--- config.mk ---
export PLATFORM = sky130hd
export DESIGN_NAME = fetch_sequencer_flat
export DESIGN_NICKNAME = d
export VERILOG_FILES = /design/src/rtl/fetch_sequencer_pkg.sv /design/src/rtl/fetch_sequencer_if.sv /design/src/rtl/fetch_sequencer_next_pc.sv /design/src/rtl/fetch_sequencer.sv /design/src/flat_wrapper.sv
export SDC_FILE = /design/constraint.sdc
export NUM_CORES = 1
export LEC_CHECK = 0
export BUFFER_PORTS_ARGS = -buffer_cell sky130_fd_sc_hd__buf_2
export CAP_MARGIN = 30
export CORE_AREA = 2 2 167 169
export DETAILED_ROUTE_END_ITERATION = 8
export DIE_AREA = 0 0 169 171
export HOLD_SLACK_MARGIN = 0.02
export PLACE_DENSITY = 0.7
export RECOVER_POWER = 100
export REMOVE_ABC_BUFFERS = 1
export SYNTH_ARGS = -nofsm -noshare
export SYNTH_HDL_FRONTEND = slang
export SYNTH_SLANG_ARGS = --single-unit
export TNS_END_PERCENT = 30
--- constraint.sdc ---
create_clock -name clk -period 1.8 [get_ports clk]
set_input_delay 0.09 -clock clk [delete_from_list [all_inputs] [get_ports clk]]
set_output_delay 0.09 -clock clk [all_outputs]
set_load 0.005 [all_outputs]
--- src/rtl/fetch_sequencer_pkg.sv ---
// fetch_sequencer_pkg: shared types and constants for the fetch sequencer.
// Holds the FSM state encoding, the registered bundle layout and the
// default reset PC / instruction stride.
package fetch_sequencer_pkg;

  localparam int FS_ADDR_WIDTH  = 32;
  localparam int FS_DATA_WIDTH  = 32;
  localparam logic [FS_ADDR_WIDTH-1:0] FS_RESET_PC = 32'h0000_0000;
  localparam int FS_INSTR_BYTES = 4;

  // State encoding kept as plain constants so older tools and waveform
  // scripts that expect raw 2-bit codes keep working.
  typedef logic [1:0] fetch_seq_state_t;
  localparam fetch_seq_state_t BOOT  = 2'd0;
  localparam fetch_seq_state_t RUN   = 2'd1;
  localparam fetch_seq_state_t HOLD  = 2'd2;
  localparam fetch_seq_state_t FLUSH = 2'd3;

  typedef struct packed {
    logic [1:0]               valid;
    logic [FS_ADDR_WIDTH-1:0] addr0;
    logic [FS_ADDR_WIDTH-1:0] addr1;
    logic [FS_DATA_WIDTH-1:0] instr0;
    logic [FS_DATA_WIDTH-1:0] instr1;
    logic [1:0]               pred_taken;
    logic [FS_ADDR_WIDTH-1:0] pred_target;
  } fetch_bundle_t;

  // Number of valid slots in a two-wide bundle.
  function automatic logic [1:0] popcount2(input logic [1:0] v);
    return {1'b0, v[0]} + {1'b0, v[1]};
  endfunction

endpackage

--- src/rtl/fetch_sequencer_if.sv ---
// fetch_sequencer_if: groups the fetch-stage, redirect and decode-side
// signals of the fetch sequencer. The master modport is the sequencer,
// the slave modport is its surroundings (fetch stage, backend, decode).
interface fetch_sequencer_if
  import fetch_sequencer_pkg::*;
#(
  parameter int ADDR_WIDTH = FS_ADDR_WIDTH,
  parameter int DATA_WIDTH = FS_DATA_WIDTH
);

  logic [ADDR_WIDTH-1:0] pc;
  logic [ADDR_WIDTH-1:0] instruction_addr_0;
  logic [ADDR_WIDTH-1:0] instruction_addr_1;
  logic [DATA_WIDTH-1:0] instruction_0;
  logic [DATA_WIDTH-1:0] instruction_1;
  logic [1:0]            instruction_valid;
  logic                  predict_taken_0;
  logic [ADDR_WIDTH-1:0] predict_target_0;
  logic                  predict_taken_1;
  logic [ADDR_WIDTH-1:0] predict_target_1;
  logic                  redirect_valid;
  logic [ADDR_WIDTH-1:0] redirect_pc;
  logic                  fetch_ready;
  logic [1:0]            fetch_valid;
  logic [ADDR_WIDTH-1:0] fetch_addr_0;
  logic [ADDR_WIDTH-1:0] fetch_addr_1;
  logic [DATA_WIDTH-1:0] fetch_instr_0;
  logic [DATA_WIDTH-1:0] fetch_instr_1;
  logic [1:0]            fetch_pred_taken;
  logic [ADDR_WIDTH-1:0] fetch_pred_target;

  modport master (
    output pc, fetch_valid, fetch_addr_0, fetch_addr_1, fetch_instr_0,
           fetch_instr_1, fetch_pred_taken, fetch_pred_target,
    input  instruction_addr_0, instruction_addr_1, instruction_0,
           instruction_1, instruction_valid, predict_taken_0,
           predict_target_0, predict_taken_1, predict_target_1,
           redirect_valid, redirect_pc, fetch_ready
  );

  modport slave (
    input  pc, fetch_valid, fetch_addr_0, fetch_addr_1, fetch_instr_0,
           fetch_instr_1, fetch_pred_taken, fetch_pred_target,
    output instruction_addr_0, instruction_addr_1, instruction_0,
           instruction_1, instruction_valid, predict_taken_0,
           predict_target_0, predict_taken_1, predict_target_1,
           redirect_valid, redirect_pc, fetch_ready
  );

endinterface

--- src/rtl/fetch_sequencer_next_pc.sv ---
// fetch_next_pc: purely combinational next-PC selection for a two-wide
// fetch bundle. The last valid slot decides: its predicted target when
// the BTB says taken, otherwise the address just past it.
module fetch_next_pc #(
  parameter int ADDR_WIDTH  = 32,
  parameter int INSTR_BYTES = 4
) (
  input  logic [1:0]            valid_i,
  input  logic [ADDR_WIDTH-1:0] addr0_i,
  input  logic [ADDR_WIDTH-1:0] addr1_i,
  input  logic                  taken0_i,
  input  logic                  taken1_i,
  input  logic [ADDR_WIDTH-1:0] target0_i,
  input  logic [ADDR_WIDTH-1:0] target1_i,
  output logic [ADDR_WIDTH-1:0] nextPc_o
);

  // Pick the continuation of the last valid slot; sums wrap silently.
  always_comb begin
    nextPc_o = taken0_i ? target0_i : addr0_i + ADDR_WIDTH'(INSTR_BYTES);
    case (valid_i)
      2'b11:   nextPc_o = taken1_i ? target1_i : addr1_i + ADDR_WIDTH'(INSTR_BYTES);
      default: ;
    endcase
  end

endmodule

--- src/rtl/fetch_sequencer.sv ---
// fetch_sequencer: owns the fetch PC, registers each fetched bundle into a
// single output slot toward decode, stalls under decode backpressure and
// applies backend redirects.
// Optional build macro FETCH_SEQ_PERF_CNT_EN adds three 32-bit performance
// counters (instructions consumed, HOLD cycles, redirects).
module fetch_sequencer
  import fetch_sequencer_pkg::*;
#(
  parameter int                    ADDR_WIDTH  = FS_ADDR_WIDTH,
  parameter int                    DATA_WIDTH  = FS_DATA_WIDTH,
  parameter logic [ADDR_WIDTH-1:0] RESET_PC    = FS_RESET_PC,
  parameter int                    INSTR_BYTES = FS_INSTR_BYTES
) (
  input  logic               clk,
  input  logic               rst,
  fetch_sequencer_if.master  bus
`ifdef FETCH_SEQ_PERF_CNT_EN
  ,
  output logic [31:0]        perf_instr_cnt,
  output logic [31:0]        perf_stall_cnt,
  output logic [31:0]        perf_redirect_cnt
`endif
);

  logic [ADDR_WIDTH-1:0] pc_q, pc_d, nextPc;
  fetch_seq_state_t      state_q, state_d;
  fetch_bundle_t         bundle_q, bundle_d, bundleIn;
  logic                  consume, loadOk;

  // The slot is drained when decode takes it, and may be refilled when it
  // is empty or being drained in this same cycle.
  assign consume = (bundle_q.valid != 2'b00) && bus.fetch_ready;
  assign loadOk  = (bundle_q.valid == 2'b00) || bus.fetch_ready;

  fetch_next_pc #(
    .ADDR_WIDTH (ADDR_WIDTH),
    .INSTR_BYTES(INSTR_BYTES)
  ) u_next_pc (
    .valid_i  (bus.instruction_valid),
    .addr0_i  (bus.instruction_addr_0),
    .addr1_i  (bus.instruction_addr_1),
    .taken0_i (bus.predict_taken_0),
    .taken1_i (bus.predict_taken_1),
    .target0_i(bus.predict_target_0),
    .target1_i(bus.predict_target_1),
    .nextPc_o (nextPc)
  );

  // Pack the incoming fetch-stage bundle; predictions of invalid slots are
  // masked and the target kept is the one of the last valid slot.
  always_comb begin
    bundleIn             = '0;
    bundleIn.valid       = bus.instruction_valid;
    bundleIn.addr0       = FS_ADDR_WIDTH'(bus.instruction_addr_0);
    bundleIn.addr1       = FS_ADDR_WIDTH'(bus.instruction_addr_1);
    bundleIn.instr0      = FS_DATA_WIDTH'(bus.instruction_0);
    bundleIn.instr1      = FS_DATA_WIDTH'(bus.instruction_1);
    bundleIn.pred_taken  = {bus.predict_taken_1 & bus.instruction_valid[1],
                            bus.predict_taken_0 & bus.instruction_valid[0]};
    bundleIn.pred_target = bus.instruction_valid[1] ? FS_ADDR_WIDTH'(bus.predict_target_1)
                                                    : FS_ADDR_WIDTH'(bus.predict_target_0);
  end

  // Next-state logic: redirect wins over everything, BOOT/FLUSH are single
  // bubble cycles, RUN/HOLD stream bundles whenever the slot can take one.
  always_comb begin
    pc_d     = pc_q;
    state_d  = state_q;
    bundle_d = bundle_q;
    if (bus.redirect_valid) begin
      pc_d           = bus.redirect_pc;
      bundle_d.valid = 2'b00;
      state_d        = FLUSH;
    end else begin
      case (state_q)
        BOOT, FLUSH: state_d = RUN;
        default: begin
          if (loadOk) begin
            state_d = RUN;
            if (bus.instruction_valid != 2'b00) begin
              bundle_d = bundleIn;
              pc_d     = nextPc;
            end else if (consume) begin
              bundle_d.valid = 2'b00;
            end
          end else begin
            state_d = HOLD;
          end
        end
      endcase
    end
  end

  // State registers with synchronous reset back to the boot PC.
  always_ff @(posedge clk) begin
    if (rst) begin
      pc_q     <= RESET_PC;
      state_q  <= BOOT;
      bundle_q <= '0;
    end else begin
      pc_q     <= pc_d;
      state_q  <= state_d;
      bundle_q <= bundle_d;
    end
  end

  assign bus.pc                = pc_q;
  assign bus.fetch_valid       = bundle_q.valid;
  assign bus.fetch_addr_0      = ADDR_WIDTH'(bundle_q.addr0);
  assign bus.fetch_addr_1      = ADDR_WIDTH'(bundle_q.addr1);
  assign bus.fetch_instr_0     = DATA_WIDTH'(bundle_q.instr0);
  assign bus.fetch_instr_1     = DATA_WIDTH'(bundle_q.instr1);
  assign bus.fetch_pred_taken  = bundle_q.pred_taken;
  assign bus.fetch_pred_target = ADDR_WIDTH'(bundle_q.pred_target);

`ifdef FETCH_SEQ_PERF_CNT_EN
  logic [31:0] perfInstr_q, perfStall_q, perfRedirect_q;

  // Free-running wrap-around counters; a bundle dropped by a redirect is
  // not counted as consumed.
  always_ff @(posedge clk) begin
    if (rst) begin
      perfInstr_q    <= '0;
      perfStall_q    <= '0;
      perfRedirect_q <= '0;
    end else begin
      if (consume && !bus.redirect_valid)
        perfInstr_q <= perfInstr_q + 32'(popcount2(bundle_q.valid));
      if (state_q == HOLD)
        perfStall_q <= perfStall_q + 32'd1;
      if (bus.redirect_valid)
        perfRedirect_q <= perfRedirect_q + 32'd1;
    end
  end

  assign perf_instr_cnt    = perfInstr_q;
  assign perf_stall_cnt    = perfStall_q;
  assign perf_redirect_cnt = perfRedirect_q;
`endif

endmodule

--- src/flat_wrapper.sv ---
// flat-port wrapper written by rule: the top's interface ports become plain ports
module fetch_sequencer_flat import fetch_sequencer_pkg::*;
#(
  parameter int                    ADDR_WIDTH  = FS_ADDR_WIDTH,
  parameter int                    DATA_WIDTH  = FS_DATA_WIDTH,
  parameter logic [ADDR_WIDTH-1:0] RESET_PC    = FS_RESET_PC,
  parameter int                    INSTR_BYTES = FS_INSTR_BYTES
)
  (clk, rst, bus_pc, bus_fetch_valid, bus_fetch_addr_0, bus_fetch_addr_1, bus_fetch_instr_0, bus_fetch_instr_1, bus_fetch_pred_taken, bus_fetch_pred_target, bus_instruction_addr_0, bus_instruction_addr_1, bus_instruction_0, bus_instruction_1, bus_instruction_valid, bus_predict_taken_0, bus_predict_target_0, bus_predict_taken_1, bus_predict_target_1, bus_redirect_valid, bus_redirect_pc, bus_fetch_ready);
  fetch_sequencer_if #(.ADDR_WIDTH(ADDR_WIDTH), .DATA_WIDTH(DATA_WIDTH)) bus_i ();
  input  logic clk;
  input  logic rst;
  output wire logic [$bits(bus_i.pc)-1:0] bus_pc;
  output wire logic [$bits(bus_i.fetch_valid)-1:0] bus_fetch_valid;
  output wire logic [$bits(bus_i.fetch_addr_0)-1:0] bus_fetch_addr_0;
  output wire logic [$bits(bus_i.fetch_addr_1)-1:0] bus_fetch_addr_1;
  output wire logic [$bits(bus_i.fetch_instr_0)-1:0] bus_fetch_instr_0;
  output wire logic [$bits(bus_i.fetch_instr_1)-1:0] bus_fetch_instr_1;
  output wire logic [$bits(bus_i.fetch_pred_taken)-1:0] bus_fetch_pred_taken;
  output wire logic [$bits(bus_i.fetch_pred_target)-1:0] bus_fetch_pred_target;
  input wire logic [$bits(bus_i.instruction_addr_0)-1:0] bus_instruction_addr_0;
  input wire logic [$bits(bus_i.instruction_addr_1)-1:0] bus_instruction_addr_1;
  input wire logic [$bits(bus_i.instruction_0)-1:0] bus_instruction_0;
  input wire logic [$bits(bus_i.instruction_1)-1:0] bus_instruction_1;
  input wire logic [$bits(bus_i.instruction_valid)-1:0] bus_instruction_valid;
  input wire logic [$bits(bus_i.predict_taken_0)-1:0] bus_predict_taken_0;
  input wire logic [$bits(bus_i.predict_target_0)-1:0] bus_predict_target_0;
  input wire logic [$bits(bus_i.predict_taken_1)-1:0] bus_predict_taken_1;
  input wire logic [$bits(bus_i.predict_target_1)-1:0] bus_predict_target_1;
  input wire logic [$bits(bus_i.redirect_valid)-1:0] bus_redirect_valid;
  input wire logic [$bits(bus_i.redirect_pc)-1:0] bus_redirect_pc;
  input wire logic [$bits(bus_i.fetch_ready)-1:0] bus_fetch_ready;
  assign bus_pc = bus_i.pc;
  assign bus_fetch_valid = bus_i.fetch_valid;
  assign bus_fetch_addr_0 = bus_i.fetch_addr_0;
  assign bus_fetch_addr_1 = bus_i.fetch_addr_1;
  assign bus_fetch_instr_0 = bus_i.fetch_instr_0;
  assign bus_fetch_instr_1 = bus_i.fetch_instr_1;
  assign bus_fetch_pred_taken = bus_i.fetch_pred_taken;
  assign bus_fetch_pred_target = bus_i.fetch_pred_target;
  assign bus_i.instruction_addr_0 = bus_instruction_addr_0;
  assign bus_i.instruction_addr_1 = bus_instruction_addr_1;
  assign bus_i.instruction_0 = bus_instruction_0;
  assign bus_i.instruction_1 = bus_instruction_1;
  assign bus_i.instruction_valid = bus_instruction_valid;
  assign bus_i.predict_taken_0 = bus_predict_taken_0;
  assign bus_i.predict_target_0 = bus_predict_target_0;
  assign bus_i.predict_taken_1 = bus_predict_taken_1;
  assign bus_i.predict_target_1 = bus_predict_target_1;
  assign bus_i.redirect_valid = bus_redirect_valid;
  assign bus_i.redirect_pc = bus_redirect_pc;
  assign bus_i.fetch_ready = bus_fetch_ready;
  fetch_sequencer #(.ADDR_WIDTH(ADDR_WIDTH), .DATA_WIDTH(DATA_WIDTH), .RESET_PC(RESET_PC), .INSTR_BYTES(INSTR_BYTES)) u_core (.clk(clk), .rst(rst), .bus(bus_i));
endmodule
==> results of run 1 <==
what timing repair did:
action,CTS,global route
setup buffers,4,11
resized for setup,10,78
hold endpoints to repair,150,0
hold buffers,176,0
cloned,3,7
pin swaps,2,12
endpoints found under the setup margin,178,182
layout make-up:
class	count	area share, %
Clock inverter	11	0.855
Antenna cell	3	0.0471
Multi-Input combinational cell	918	34.0
Inverter	28	0.659
Timing Repair Buffer	766	34.0
Clock buffer	21	2.82
Sequential cell	198	24.9
Tap cell	346	2.72
metal layers:
layer	routed length, um	GRT usage, %	share of wire (%)
met5	0	0	0
met4	1940	12.4	4.1
met3	3650	5.44	7.7
met2	22900	51.2	49
met1	18600	36.6	40
state kept, by name (all words and copies together) (netlist names):
| register | flops |
|---|---|
| u_core.bus.fetch_valid | 2 |
| u_core.bus.fetch_pred_taken | 2 |
| u_core.bus.fetch_pred_target | 32 |
| u_core.bus.fetch_instr_0 | 32 |
| u_core.bus.fetch_addr_0 | 32 |
| u_core.state_q | 2 |
| u_core.bus.fetch_addr_1 | 32 |
| u_core.bus.pc | 32 |
| u_core.bus.fetch_instr_1 | 32 |
cells by family (layout without fill, tap and decap cells):
kind of cell               Yosys count  in the layout
and+or+nand+nor                    510            510
adders and majority gates            2              2
DFF                                198            198
buffers and inverters              132            826
muxes                               41             41
xor gates and xnor gates            54             54
other                                0              3
AOI/OAI and AO/OA                  311            311
worst max path at each step:
stage                                                start                                      end  slack (ns)  depth (start not counted)
floorplan           u_core.bus.fetch_valid[1]$_SDFFE_PP0P_           u_core.bus.pc[16]$_SDFFE_PP0P_       -6.92                          6
global placement                bus_instruction_addr_1[14]           u_core.bus.pc[19]$_SDFFE_PP0P_       -0.16                          8
finish              u_core.bus.fetch_valid[0]$_SDFFE_PP0P_           u_core.bus.pc[17]$_SDFFE_PP0P_       -0.13                          8
CTS                 u_core.bus.fetch_valid[1]$_SDFFE_PP0P_  u_core.bus.fetch_addr_0[2]$_SDFFE_PP0P_       -0.05                          8
detailed placement              bus_instruction_addr_1[14]           u_core.bus.pc[19]$_SDFFE_PP0P_       -0.27                          8
global route        u_core.bus.fetch_valid[0]$_SDFFE_PP0P_           u_core.bus.pc[17]$_SDFFE_PP0P_       -0.18                          8
per-stage QoR:
stage	hold slack (ns)	setup TNS, ns	cells
3_5_place_dp	0.335	-14.86	2055
2_1_floorplan	0.159	-1042.89	1144
6_report	0.0226	-6.48	2291
4_1_cts	0.0200	-1.05	2270
3_3_place_gp	0.330	-5.74	2055
5_1_grt	0.0400	-15.39	2290
cells in the final DEF, fill, tap and decap left out, types with 31 or more instances in the layout:
| cell type | n |
|---|---|
| nand2_1 | 299 |
| buf_2 | 283 |
| dfxtp_1 | 198 |
| dlygate4sd3_1 | 176 |
| clkbuf_1 | 146 |
| a21oi_1 | 144 |
| buf_4 | 126 |
| nor2_1 | 59 |
| mux2i_1 | 39 |
| nand3_1 | 37 |
| xnor2_1 | 32 |
| nor3_1 | 31 |
| a211oi_1 | 31 |
where the power goes:
| group | internal, mW | total, mW | switching [mW] |
|---|---|---|---|
| registers | 4.67 | 4.84 | 0.166 |
| logic | 1.45 | 3.03 | 1.58 |
| clock network | 2.12 | 3.99 | 1.87 |
worst min-delay path: stages:
cell	delay, ns
buf_2	0.12
mux2i_1	0.13
a211oi_1	0.08
==> results.ini, run 1 <==
[grt]
grtUsageTotal_pct=29.7
grt_max_degree=83
grt-ovfl-total=0
antenna_found_initial=4
grt_pass1_wl_um=66400
grt_pass1_vias=11898

[setup_path]
crit_family=simple AND/OR/NAND/NOR gates
crit_fanout=7
critPathKind=register to register
worstReg2RegEnd=u_core.bus.pc[17]$_SDFFE_PP0P_
reg2reg_slack_ns=-0.13
crit_chain=o21ba_2 -> or3_4 -> nor2_4 -> buf_6 -> buf_12 -> nand3_2 -> a221oi_4 -> a2111oi_2
start_kind=register
critPathSlowestCell=or3_4
worstPathRequired_ns=2.12
max_stage_delay_ns=0.43
rr_worst_depth=8
end_kind=register
crit_buf_inv=2
crit_arrival_ns=2.25
timing.rr.start=u_core.bus.fetch_valid[0]$_SDFFE_PP0P_

[timing]
post-route-min-period_ns=1.93
setup_slack_ns=-0.128
tightest_slew_ns=0.506
fin_crit_sh_pct=107
setup_viol=134
relSlewSlack_pct=66.3
max_clock_freq_mhz=519
fin_skew_ns=0.0125
rsz0062_at_grt=true
hold_viol_final=0
slew_violations=0

[routing]
wire_per_inst_um=20.6
drt_wl_total_um=47100
vias=12454
via_per_inst=5.44
ant_nets=0
firstDrtPassIters=7
drc_errors=0
dr.first_iter.drc_count=1049

[clock_network]
ctsRootBufferMaster=clkbuf_16
clk_pin_slew_worst_paths_ns=0.08
htreeDepth=4
cts_buffers=17
cts_max_path_buffers=2
cts_tree=done
cts_sinks=198
clkLatencyLatePin_ns=0.45

[logic_synthesis]
synth_fa_ha_area_share_pct=0.260
yosys.area.top_type_share_pct=41.3
synth_area_leaders=dfxtp_1 41%, nand2_1 12%, a21oi_1 8.9%
synth-edff-count=0
ys_types=58
yosysMostFrequentCell=nand2_1
synth-seq-area-share_pct=41.3
synth_top_area_cell=dfxtp_1
synthMuxAreaShare_pct=4.30
synth_top_family_by_area=simple AND/OR/NAND/NOR gates
syn_inst=1248
synthFlopType=dfxtp_1
synth_compound_area_share_pct=20.2
syn_area_per_cell_um2=7.70
synth-async-reset-ratio_pct=0
yosys_register_bits=198
yosys-top-cells-count=302 x nand2_1, 198 x dfxtp_1, 170 x a21oi_1
syn_area_mm2=0.00961
yosysWarnings=0
synthSimpleGateAreaFrac_pct=23.6
synth_xor_area_share_pct=4.92

[cells_and_area]
fin_util_pct=58.4
final_area_mm2=0.0159
register_area_mm2=0.00396
multiInputGateArea_mm2=0.00542
nets=2163
drive_gt1_share_pct=28.3
syn2layout_area_growth_pct=66.0
n_fill_cell=2492

[min_path]
hold_depth=3
hp-class=input pin to register
min_from=bus_predict_target_1[31]
hold_end=u_core.bus.fetch_pred_target[31]$_SDFFE_PP0P_

[placement]
place.gp.congestion=0.863
portBuffers=427
hpwl_um=31500
place_ws_ns=-0.266
postPlaceCellArea_mm2=0.0130

[floorplanning]
io_pins=428
start_util_pct=35.2
die_x_um=169
core_mm2=0.0273
dieHeight_um=171
die_area_mm2=0.0289
rows=61

[status]
status=finished with violations
failed_checks=setup timing

[pwr]
power_mw=11.9
peakVddDrop_v=0.000493
p_leak_nw=6.64
power_density_mw_per_mm2=744

[job]
max_cap_viol_count=0

(Power assumes the default switching activity.)
==> run 2: changes to the inputs <==
CORE_AREA = 2 2 166 168   (was 2 2 167 169)
DIE_AREA = 0 0 168 170   (was 0 0 169 171)
PLACE_DENSITY = 0.69   (was 0.7)
SKIP_CTS_REPAIR_TIMING = 1   (was unset)
clock period = 2.5 ns   (was 1.8 ns; I/O delays follow)
==> run 2 against run 1 <==
The flow finishes with violations (hold timing). Sequential cell count is the same. Clock power decreased by 32%. Clock-buffer cell count shrank 2. Sequential share of layout area grew 4.1 points. Total power shrank 34%. First-iteration DRC count fell by 26%. Critical path depth did not move. Combinational power down 46%. Largest power group unchanged. Sequential power down 28%. Core utilization down 6.9 points.
==> results.ini, run 2 (synthesized netlist as in run 1, its figures left out) <==
[cells_and_area]
final_common_cell=nand2_1
drive_gt1_share_pct=20.6
syn2layout_area_growth_pct=42.7
fin_cells=2103
nets=1981
final_cell_mix=302 x nand2_1, 287 x buf_2, 198 x dfxtp_1
n_fill_cell=2610

[pwr]
peakVddDrop_v=0.000442
power_density_mw_per_mm2=572
p_leak_nw=5.60

[placement]
place_inst=1944
portBuffers=427
hpwl_um=29600
place_ws_ns=0.282
place.gp.congestion=0.947

[setup_path]
critPathSlowestCell=nor4_2
crit_fanout=6
max_stage_delay_ns=0.61
critPathKind=input pin to register
end_kind=register
start_kind=input pin
rr_worst_depth=5
timing.rr.start=u_core.state_q[1]$_SDFF_PP0_
crit_arrival_ns=2.66
reg2reg_slack_ns=0.21
worstPathRequired_ns=2.80
crit_chain=dlygate4sd3_1 -> clkbuf_2 -> nand4_2 -> nor4_2 -> nand4_1 -> xnor2_1 -> a21oi_1 -> a2111oi_0
worstReg2RegEnd=u_core.bus.pc[16]$_SDFFE_PP0P_

[timing]
setup_slack_ns=0.134
rsz0062_at_grt=false
post-route-min-period_ns=2.37
slew_violations=0
whs_ns=-0.000992
setup_viol=0
max_clock_freq_mhz=423
tightest_slew_ns=0.785
relSlewSlack_pct=47.7
fin_crit_sh_pct=94.7
hold_viol_final=1
fin_skew_ns=0.0164

[grt]
grt_max_degree=108
grtUsageTotal_pct=26.4
grt_pass1_vias=9987
grt-ovfl-total=0
antenna_found_initial=2
grt_pass1_wl_um=58200

[status]
status=finished with violations
failed_checks=hold timing

[floorplanning]
rows=60
core_mm2=0.0267
io_pins=428
dieHeight_um=170
start_util_pct=36.0
die_area_mm2=0.0286
die_x_um=168

[routing]
drc_errors=0
via_per_inst=5.36
vias=11271
dr.first_iter.drc_count=776
firstDrtPassIters=5
ant_nets=0
wire_per_inst_um=19.8
drt_wl_total_um=41600

[clock_network]
cts_sinks=198
clk_pin_slew_worst_paths_ns=0.08
clkLatencyLatePin_ns=0.44
cts_tree=done
cts_max_path_buffers=2
cts_buffers=17
ctsRootBufferMaster=clkbuf_16
htreeDepth=4

[min_path]
hold_end=u_core.bus.fetch_addr_0[21]$_SDFFE_PP0P_
hold_depth=3
hp-class=input pin to register
min_from=bus_instruction_addr_0[21]

[job]
max_cap_viol_count=0

run 2: cell count changes in the layout (fill, tap and decap cells not counted), moves of 6 or more:
cell,change
dlygate4sd3_1,-51
a211oi_1,+10
a21oi_1,+26
clkbuf_16,-6
buf_12,-9
a2111oi_0,+8
a21oi_2,-25
a221oi_1,+7
buf_4,-104
a221oi_2,-6
a211oi_2,-10
clkbuf_1,-7
run 2: area by class of cell:
class,instances,area [um^2],share of cell area (%)
timing repair buffer,584,3540,25.8
antenna,3,7.51,0.0548
tap,341,427,3.11
inverter,28,105,0.767
clock inverter,12,116,0.849
sequential,198,3960,28.9
clock buffer,19,443,3.23
multi-input combinational,918,5110,37.2
run 2: per-stage QoR:
stage	TNS (ns)	power [mW]	cell area, um^2	util [%]
3_3_place_gp	0	5.03	12100	45.4
2_1_floorplan	-909.89	4.22	9180	-
6_report	0	7.85	13700	51.4
4_1_cts	0	7.75	12700	47.5
5_1_grt	0	8.16	13700	51.4
3_5_place_dp	0	5.06	12100	45.4
run 2: how the worst max path moves through the flow:
stage                                                      start                                       endpoint  slack, ns  cells past startpoint
final                                 bus_instruction_addr_0[11]                 u_core.bus.pc[27]$_SDFFE_PP0P_       0.13                      8
after floorplan           u_core.bus.fetch_valid[1]$_SDFFE_PP0P_                 u_core.bus.pc[16]$_SDFFE_PP0P_      -6.22                      6
after global routing                   bus_instruction_addr_1[3]                 u_core.bus.pc[12]$_SDFFE_PP0P_       0.01                     10
after CTS                 u_core.bus.fetch_valid[1]$_SDFFE_PP0P_  u_core.bus.fetch_pred_target[23]$_SDFFE_PP0P_       0.41                      7
after global placement                bus_instruction_addr_1[15]                 u_core.bus.pc[22]$_SDFFE_PP0P_       0.36                      7
after detailed placement              bus_instruction_addr_0[12]                 u_core.bus.pc[27]$_SDFFE_PP0P_       0.28                      7
run 2: power breakdown:
group          leakage (nW)  switching (mW)  internal, mW  total (mW)
sequential             1.62           0.116          3.36        3.48
combinational          3.72           0.948         0.704        1.65
clock                 0.264            1.38          1.34        2.72
run 2: metal layers:
metal / track usage [%] / vias to the layer above / share of wire, %
met5: 0 / - / 0
met2: 44.1 / 551 / 49
met1: 34.4 / 5337 / 41
met4: 7.98 / 0 / 2.6
met3: 5.30 / 69 / 7.6
li1: - / 5314 / -
run 2: critical path: cells and delay by family:
| kind | cells | cell delay [ns] |
|---|---|---|
| AOI/OAI and AO/OA | 2 | 0.51 |
| xor gates and xnor gates | 1 | 0.29 |
| buffers and inverters | 2 | 0.70 |
| and+or+nand+nor | 3 | 1.04 |
